`config.mk`:
```
export PLATFORM = sky130hd
export DESIGN_NAME = step_motor_ctrl
export DESIGN_NICKNAME = d
export VERILOG_FILES = /design/src/rtl/step_pkg.sv /design/src/rtl/sense_counter.sv /design/src/rtl/step_motor_ctrl.sv
export SDC_FILE = /design/constraint.sdc
export NUM_CORES = 1
export LEC_CHECK = 0
export ABC_AREA = 1
export CAP_MARGIN = 20
export CORE_MARGIN = 1
export CORE_UTILIZATION = 42
export DETAILED_ROUTE_END_ITERATION = 7
export PLACE_DENSITY_LB_ADDON = 0.1
export SLEW_MARGIN = 40
export SYNTH_ARGS = -nofsm -noshare
export SYNTH_HDL_FRONTEND = slang
export SYNTH_SLANG_ARGS = --single-unit
```
`constraint.sdc`:
```
create_clock -name clk -period 3.9 [get_ports clk]
set_input_delay 0.78 -clock clk [delete_from_list [all_inputs] [get_ports clk]]
set_output_delay 0.78 -clock clk [all_outputs]
set_load 0.01 [all_outputs]
```
`src/rtl/step_pkg.sv`:
```
// Shared types and constants for the step motor sequencer.
// Phase table, FSM states, reset index and display digit limit.
package step_pkg;

  typedef enum logic [1:0] {
    S_IDLE = 2'd0,
    S_RUN  = 2'd1,
    S_STOP = 2'd2
  } state_t;

  localparam logic [3:0] PHASE_TBL [8] = '{
    4'b1000, 4'b1100, 4'b0100, 4'b0110,
    4'b0010, 4'b0011, 4'b0001, 4'b1001
  };

  localparam logic [2:0] IDX_RST = 3'd1;
  localparam logic [3:0] BCD_MAX = 4'd9;

endpackage

```
`src/rtl/sense_counter.sv`:
```
// Slot sensor path: 2-FF synchronizer, rising-edge detect,
// and a 0..9 wrapping counter with enable and clear.
module sense_counter
  import step_pkg::*;
(
  input  logic       clk,
  input  logic       rst,
  input  logic       sense,
  input  logic       en,
  input  logic       clr,
  output logic [3:0] cnt
);

  logic s1, s2, s3;
  logic rise;

  assign rise = s2 & ~s3;

  always_ff @(posedge clk or negedge rst) begin
    if (!rst) begin
      s1 <= 1'b0;
      s2 <= 1'b0;
      s3 <= 1'b0;
    end else begin
      s1 <= sense;
      s2 <= s1;
      s3 <= s2;
    end
  end

  // clear outranks a coincident edge
  always_ff @(posedge clk or negedge rst) begin
    if (!rst) begin
      cnt <= 4'd0;
    end else if (clr) begin
      cnt <= 4'd0;
    end else if (en && rise) begin
      cnt <= (cnt == BCD_MAX) ? 4'd0 : cnt + 4'd1;
    end
  end

endmodule

```
`src/rtl/step_motor_ctrl.sv`:
```
// Command-driven 4-phase step motor sequencer with
// sensor pulse counting and move completion report.
module step_motor_ctrl
  import step_pkg::*;
#(
  parameter int CNT_W = 12,
  parameter int DIV_W = 16
) (
  input  logic             clk,
  input  logic             rst,
  input  logic             cmd_valid,
  output logic             cmd_ready,
  input  logic             cmd_dir,
  input  logic             cmd_half,
  input  logic [CNT_W-1:0] cmd_steps,
  input  logic [DIV_W-1:0] cmd_div,
  input  logic             abort,
  input  logic             motor_sense,
  output logic [3:0]       step_motor,
  output logic             busy,
  output logic             done,
  output logic [3:0]       sense_cnt,
  output logic [CNT_W-1:0] steps_left
);

  state_t           state;
  logic [2:0]       idx;
  logic             dir;
  logic             half;
  logic [DIV_W-1:0] div_m1;
  logic [DIV_W-1:0] div_cnt;

  logic             tick;
  logic             start;
  logic             last;
  logic [2:0]       stride;
  logic [2:0]       idx_step;
  logic [2:0]       idx_go;
  logic [DIV_W-1:0] div_ld;

  assign cmd_ready = (state == S_IDLE);
  assign start     = cmd_valid && cmd_ready
                   && (cmd_steps != '0);
  assign tick      = (div_cnt == div_m1);
  assign last      = (steps_left == CNT_W'(1));
  assign stride    = half ? 3'd1 : 3'd2;
  assign idx_step  = dir ? idx + stride
                         : idx - stride;
  // full-step runs on odd (two-coil) phases
  assign idx_go    = (!cmd_half && !idx[0])
                   ? idx + 3'd1 : idx;
  assign div_ld    = (cmd_div == '0)
                   ? '0 : cmd_div - 1'b1;

  always_ff @(posedge clk or negedge rst) begin
    if (!rst) begin
      state      <= S_IDLE;
      idx        <= IDX_RST;
      dir        <= 1'b0;
      half       <= 1'b0;
      div_m1     <= '0;
      div_cnt    <= '0;
      step_motor <= 4'b0000;
      busy       <= 1'b0;
      done       <= 1'b0;
      steps_left <= '0;
    end else begin
      done <= 1'b0;
      unique case (state)
        S_IDLE: begin
          if (start) begin
            state      <= S_RUN;
            busy       <= 1'b1;
            idx        <= idx_go;
            step_motor <= PHASE_TBL[idx_go];
            steps_left <= cmd_steps;
            div_cnt    <= '0;
            dir        <= cmd_dir;
            half       <= cmd_half;
            div_m1     <= div_ld;
          end else if (cmd_valid) begin
            done <= 1'b1;
          end
        end
        S_RUN: begin
          div_cnt <= tick ? '0 : div_cnt + 1'b1;
          if (tick) begin
            idx        <= idx_step;
            step_motor <= PHASE_TBL[idx_step];
            steps_left <= steps_left - 1'b1;
          end
          if (abort || (tick && last)) begin
            state   <= S_STOP;
            div_cnt <= '0;
          end
        end
        S_STOP: begin
          if (tick) begin
            state      <= S_IDLE;
            busy       <= 1'b0;
            done       <= 1'b1;
            step_motor <= 4'b0000;
            div_cnt    <= '0;
          end else begin
            div_cnt <= div_cnt + 1'b1;
          end
        end
        default: begin
          state      <= S_IDLE;
          busy       <= 1'b0;
          step_motor <= 4'b0000;
        end
      endcase
    end
  end

  sense_counter u_sense (
    .clk   (clk),
    .rst   (rst),
    .sense (motor_sense),
    .en    (busy),
    .clr   (start),
    .cnt   (sense_cnt)
  );

endmodule

```
Word level (Yosys, flattened, before mapping)
Memory sizes are Yosys's and may differ from the RTL's.
Index checks and enable logic that the tools add are counted.

storage, ports and cells
  memories kept = 2
  ROM bits = 64
  input bits = 35
  flip-flop bits (word level) = 64
  word-level logic and storage cells = 95
  output and inout port bits = 23

memories
  name              words  bits a word  read ports  clocked after memory_dff  wr ports  RTL line               text
  (name not given)  8      4            1           0                         0         step_motor_ctrl.sv:89  step_motor <= PHASE_TBL[idx_step];
  (name not given)  8      4            1           0                         0         step_motor_ctrl.sv:75  step_motor <= PHASE_TBL[idx_go];

cells by class
  add/subtract/negate cells = 7
  bitwise logic cells = 5
  reductions and logical operators = 20
  mux-type cells = 36
  order comparisons = 2
  equality and inequality tests = 9

operator list
  operator                 count
  $mux W16                 4
  $pmux W16 S3             1
  $mux W4                  10
  $mux W12                 2
  $pmux W12 S2             1
  $add A16 B1 Y16 const B  1
  $eq A16 B16 Y1           1
  $logic_not A16 Y1        1
  $sub A16 B1 Y16 const B  1
  $eq A12 B1 Y1 const B    1
  $mux W3                  4
  $pmux W4 S3              1
  $reduce_and A3 Y1        4
  $reduce_bool A12 Y1      1
  $sub A12 B1 Y12 const B  1
  $ge A4 B4 Y1 const B     2
  $mux W2                  4
  $not A3 Y4               2
  $ne A2 B2 Y1 const B     3
  $pmux W2 S3              1
  $pmux W3 S2              1
  $logic_and A1 B1 Y1      5
  $mux W1                  5
  $add A4 B1 Y4 const B    1
  other kinds (17)         21

Longest topological paths before layout
Gate-level depths: netlist of the first run.

  depth after elaboration = 9
  depth in mapped cells = 14
  gate-level depth less buffers = 13

By module
From an unflattened synthesis of the first run, not the netlist that was laid out.

second synthesis, totals
  cells, all modules = 608
  area, all modules = 4284.1 um^2

by module, submodules not included
  module           instances  seq. area each (um^2)  cells an instance  area an instance (um^2)
  step_motor_ctrl  1          1427.6                 564                3915.0
  sense_counter    1          175.2                  44                 369.1

Least setup slack after synthesis of the first run
Ideal clock, no wire load.

  path kind = input-to-reg
  start = input port cmd_steps[0]
  end = register steps_left[11]
  arrival = 1.852 ns
  data required time = 3.785 ns
  path slack = 1.934 ns
  stages = 10
  cell sequence = or2_0 nor2_1 nand2_1 nand2_2 nand2_2 nand3_4 clkinv_4 buf_12 nand2_2 nand2_2

between the ends
  word-level cells in the longest chain between the ends = 4

RTL lines
  what                         RTL line               text
  start: declaration           step_motor_ctrl.sv:15  input logic [CNT_W-1:0] cmd_steps,
  $reduce_bool A12 Y1          step_motor_ctrl.sv:43  && (cmd_steps != '0);
  $logic_and A1 B1 Y1          step_motor_ctrl.sv:43
  $ne A2 B1 Y1 (no line)       n/a
  $reduce_and A3 Y1 (no line)  n/a
  end signal: assignment       step_motor_ctrl.sv:76  steps_left <= cmd_steps;
  end signal: assignment       step_motor_ctrl.sv:90  steps_left <= steps_left - 1'b1;
  end: declaration             step_motor_ctrl.sv:23  output logic [CNT_W-1:0] steps_left

No other way between the ends.
A chain may end at the register's enable or synchronous reset.

Final worst setup path of the first run
  start = register state[0]
  end = output port cmd_ready

between the ends
  word-level cells in the longest chain between the ends = 1

RTL lines
  what                      RTL line               text
  start: declaration        step_motor_ctrl.sv:26  state_t state;
  start signal: assignment  step_motor_ctrl.sv:57  state <= S_IDLE;
  start signal: assignment  step_motor_ctrl.sv:72  state <= S_RUN;
  start signal: assignment  step_motor_ctrl.sv:93  state <= S_STOP;
  $logic_not A2 Y1          step_motor_ctrl.sv:41  assign cmd_ready = (state == S_IDLE);
  end: declaration          step_motor_ctrl.sv:12  output logic cmd_ready,

No other way between the ends.

==> impl_metrics.ini, run 1 <==
[synth]
synth_cells = 603
synth.ff_latch_count = 64
ys.flop_type = dfrtp_1
synth.distinct_cells = 35
yosysTopAreaCellShare_pct = 37.1
postSynth.asyncResetShare_pct = 100
synth_area_leader_cell = dfrtp_1
yosysWarnings = 0
synthTopCellsByArea = dfrtp_1 (37%), nand2_1 (16%), inv_1 (6.8%)
synth_area_sq_um = 4250
synth_edf_count = 0
syn_avg_cell_area_sq_um = 7.04
seq_area_frac_synth_pct = 37.7
synth_nets = 653

[place]
dp_cells = 788
routabilityCongestion = 0.887
io_buffers = 57
dp_hpwl_mm = 7.27

[clock_tree]
cts_resized = 0
holdBufCountCts = 0
cts-root-buf = clkbuf_8
cts_tree = yes
cts-htree-levels = 3
clkSlewWorstSetupHoldPaths_ps = 70
cts_made_buffers = 9
post_cts_buffers = 0
clock_sinks = 64
ctsLongestPathBuffers = 2
clk-insertion-delay-late_ps = 350

[worst_setup_path]
max_stage_delay_ps = 590
worst-path-buf-inv = 2
crit_path_end_kind = primary output
critical_path_depth = 3
path_class = flip-flop to primary output
crit_family = buffers and inverters
crit_arrival_ps = 1800
start_kind = flip-flop
crit_fanout = 7
critPathRequiredTime_ps = 3120
crit_chain = inv_1, ha_1, clkdlybuf4s50_1
slowest_stage = clkdlybuf4s50_1
r2r_cells = 10

[final_layout]
num-fill-cells = 975
multi_input_area_sq_um = 2210
seqCellArea_sq_um = 1600
nets = 716
area_delta_synth_final_pct = 20.4
n_antenna_cell = 0
final_common_cell = nand2_1
layout_common_cells = nand2_1 (185), inv_1 (77), nor2_1 (63), dfrtp_1 (63), clkdlybuf4s50_1 (56)
drive_above_1_share_pct = 9.69
instances_no_fill = 804

[routing]
vias = 3826
ant_nets = 0
routed_wl_mm = 9.40
post-route-drc-count = 0
firstDrtPassIters = 4
via_per_inst = 4.76
drtIter0Drc = 101
wl_per_cell_um = 11.7

[sta]
slew_headroom_pct = 57.1
min_period_ps = 2580
finalClockSkew_ps = 7.61
fmax_mhz = 387
setup_viol_count_final = 0
setup_tns_ps = 0
rsz0062_at_grt = false
tightest_slew_ps = 644
period_share_pct = 66.2
slew_viol_final = 0
finalHoldViolations = 0

[min_path]
min_delay_path_depth = 0
hold_class = flip-flop to flip-flop

[flow_run]
drv_cap = 0

[die]
dieArea_sq_um = 10500
start_util_pct = 43.5
core.rowCount = 36
dieHeight_um = 103
core_sq_um = 9770
io_pins = 58
chipWidth_um = 103

[outcome]
status = completed

[power_and_ir_drop]
p_total_w = 0.00143
cellPowerDensity_nw_per_um2 = 279
total_leakage_power_nw = 2.59
ir_drop_mv = 0.121

[global_routing]
gr-total-overflow = 0
antenna_found_initial = 0
grt_pass1_vias = 3553
grt_pass1_wl_mm = 16.0
grt_max_degree = 29
grt.total_usage_pct = 19.7
==> worst paths after layout <==
| path | start | to | slack, ps |
|---|---|---|---|
| setup / recovery | state[0] | cmd_ready | 1320 |
| setup reg to reg | state[0] | div_m1[14] | 1570 |
| min in group asynchronous | rst | steps_left[8] | 440 |
| hold reg to reg | u_sense.s1 | u_sense.s2 | 360 |
| max in group asynchronous | rst | idx[0] | 2670 |
| hold / removal | u_sense.s1 | u_sense.s2 | 360 |
==> stage by stage <==
step | cell area [sq um] | hold slack (ps) | utilization, % | setup WS [ps]
detailed placement | 4930 | 345 | 50.5 | 992
global placement | 4930 | 336 | 50.5 | 1040
global route | 5110 | 363 | 52.3 | 1160
floorplan | 4250 | 331 | - | 1930
finish | 5110 | 357 | 52.3 | 1320
CTS | 5110 | 361 | 52.3 | 1290
==> synthesized netlist by cell type (3+ instances only) <==
cell and count:
xor2_1 23, o21ai_1 6, a21oi_1 8, inv_2 14, nand2_1 185, ha_1 14, o21ai_2 6, xnor2_1 3
clkbuf_1 3, o22ai_1 19, inv_1 77, nand3_1 32, nor3_1 9, nor2_2 6, dfrtp_1 63, o21ai_0 26
nand4_1 10, nand2_2 14, nor2_1 63
==> layout make-up <==
class | count | share of cell area (%)
clock inverter | 4 | 0.881
timing repair buffer | 61 | 11.6
sequential | 64 | 31.3
inverter | 94 | 7.00
clock buffer | 12 | 2.64
tap | 133 | 3.25
multi-input combinational | 436 | 43.2
==> per-layer routing <==
| layer | routed length [um] | part of all wire, % | GRT usage, % |
|---|---|---|---|
| met3 | 393 | 4.2 | 3.25 |
| met1 | 4260 | 45 | 24.6 |
| met2 | 4570 | 49 | 34.3 |
| met5 | 0 | 0 | 0 |
| met4 | 172 | 1.8 | 7.47 |
==> state kept, by name, indices dropped and copies added (netlist names) <==
signal       flops
div_cnt         16
div_m1          16
steps_left      12
step_motor       4
u_sense.cnt      4
idx              3
state            2
busy             1
dir              1
done             1
half             1
u_sense.s1       1
u_sense.s2       1
u_sense.s3       1
==> where the power goes <==
part | switching, W | internal, W | leakage (nW)
registers | 0.0000222 | 0.000683 | 0.690
logic | 0.0000769 | 0.0000940 | 1.80
clock network | 0.000256 | 0.000293 | 0.0941
total | 0.000355 | 0.00107 | 2.59
==> cells by family (layout without fill, tap and decap cells) <==
logic type | count (synthesis) | in the layout | share of synthesized area, %
xor+xnor | 26 | 26 | 5.36
compound gates | 67 | 67 | 9.10
simple gates | 328 | 328 | 33.0
buf+inv | 103 | 171 | 10.2
flops | 64 | 64 | 37.7
fa+ha+maj | 15 | 15 | 4.60
(Power assumes the default switching activity.)
==> inputs of run 2 (changes only) <==
==> constraint.sdc (replaced) <==
create_clock -name clk -period 2.3 [get_ports clk]
set_input_delay 0.46 -clock clk [delete_from_list [all_inputs] [get_ports clk]]
set_output_delay 0.46 -clock clk [all_outputs]
set_load 0.01 [all_outputs]
==> run 2 against run 1 <==
Final area up 1.9%. Core utilization is 1.0 points higher. First-iteration DRC count rose by 44%. Via count rose by 0.31%. Clock skew is 2.2 ps higher. Largest cell class unchanged.
==> impl_metrics.ini, run 2 (same netlist as run 1, synthesis figures left out) <==
[outcome]
status = completed

[sta]
fin_ws_ps = 166
finalClockSkew_ps = 9.85
rsz0062_at_grt = false
fin_hold_ws_ps = 74.6
setup_viol_count_final = 0
setup_tns_ps = 0
slew_viol_final = 0
finalHoldViolations = 0
tightest_slew_ps = 583
slew_headroom_pct = 60.8
min_period_ps = 2130
period_share_pct = 92.8
fmax_mhz = 469

[final_layout]
num-fill-cells = 980
drive_above_1_share_pct = 10.8
reg.largest.list = div_cnt x16, div_m1 x16, steps_left x12
layout_common_cells = nand2_1 (185), inv_1 (77), nor2_1 (63), dfrtp_1 (63), clkdlybuf4s50_1 (56)
nets = 722
final_area_sq_um = 5210
n_antenna_cell = 0
final_common_cell = nand2_1
area_delta_synth_final_pct = 22.7

[power_and_ir_drop]
cellPowerDensity_nw_per_um2 = 495
p_clk_share_pct = 42.3
ir_drop_mv = 0.268
internal-power_w = 0.00196
p_seq_share_pct = 46.4
total_leakage_power_nw = 2.63
p_sw_w = 0.000621
p_sw_share_pct = 24.1
combPwrFrac_pct = 11.3

[routing]
wl_per_cell_um = 11.7
firstDrtPassIters = 4
drtIter0Drc = 145
vias = 3838
post-route-drc-count = 0
via_per_inst = 4.74
routed_wl_mm = 9.48
ant_nets = 0

[place]
dp_slack_ps = 15.0
io_buffers = 57
place_area_sq_um = 4990
routabilityCongestion = 0.825
dp_hpwl_mm = 7.38

[worst_setup_path]
start_kind = flip-flop
critPathRequiredTime_ps = 1840
crit_fanout = 4
crit_path_end_kind = primary output
critPathLaunch = state[1]
path_class = flip-flop to primary output
crit_arrival_ps = 1670
r2r_start = idx[0]

[clock_tree]
holdBufCountCts = 0
cts-root-buf = clkbuf_8
cts-htree-levels = 3
clkSlewWorstSetupHoldPaths_ps = 80
post_cts_buffers = 0
ctsLongestPathBuffers = 2
cts_made_buffers = 9
clock_sinks = 64
cts_resized = 0
clk-insertion-delay-late_ps = 350
cts_tree = yes

[flow_run]
drv_cap = 0

[die]
core.rowCount = 36
chipWidth_um = 103
start_util_pct = 43.5
core_sq_um = 9770
dieHeight_um = 103
io_pins = 58
dieArea_sq_um = 10500

[global_routing]
grt_pass1_wl_mm = 15.9
grt.total_usage_pct = 19.5
gr-total-overflow = 0
grt_pass1_vias = 3537
antenna_found_initial = 0
grt_max_degree = 44

[min_path]
hold_class = input pin to asynchronous set/reset pin
-- run 2: cell count changes in the layout (fill, tap and decap cells not counted), sizes merged --
cell,before,now
clkbuf,12,11
clkinv,6,4
bufinv,1,2
clkinvlp,0,2
buf,5,11
-- run 2: final cells by class --
type / instances / area (sq um) / share of cell area (%)
Inverter: 94 / 358 / 6.87
Timing Repair Buffer: 67 / 653 / 12.5
Sequential cell: 64 / 1600 / 30.7
Clock inverter: 5 / 80.1 / 1.54
Clock buffer: 11 / 141 / 2.71
Tap cell: 133 / 166 / 3.19
Multi-Input combinational cell: 436 / 2210 / 42.4
-- run 2: path summary, 6_finish.rpt --
check	endpoint	slack [ps]	cells after the start
max reg2reg	step_motor[3]	250	10
min in group clk	u_sense.s2	350	0
min	steps_left[8]	70	1
min reg2reg	u_sense.s2	350	0
max in group asynchronous	idx[0]	1560	2
max	cmd_ready	170	3
-- run 2: through the flow --
step | instances | total power [W] | utilization (%)
2_1_floorplan | 603 | 0.00133 | -
3_3_place_gp | 794 | 0.00151 | 51.1
3_5_place_dp | 794 | 0.00151 | 51.1
4_1_cts | 810 | 0.00261 | 53.3
5_1_grt | 810 | 0.00270 | 53.3
6_report | 810 | 0.00258 | 53.3
-- run 2: critical path, cell delays in order, from the launching register on --
cell and delay, ps:
dfrtp_1 410, inv_1 130, ha_1 230, clkdlybuf4s50_1 560
-- run 2: metal layers --
layer	track usage, %	part of all wire (%)	vias to the layer above
met5	0	0	-
met4	8.68	2.4	0
met3	2.85	3.6	17
met2	33.4	47	80
met1	24.3	47	1713
li1	-	-	2028
-- run 2: power by group through the flow --
stage,Sequential (W),Clock (W),Combinational (W)
after floorplan,0.00123,0,0.000105
after global placement,0.00122,0,0.000292
after detailed placement,0.00122,0,0.000296
after CTS,0.00120,0.00112,0.000297
after global routing,0.00120,0.00117,0.000330
final,0.00120,0.00109,0.000291
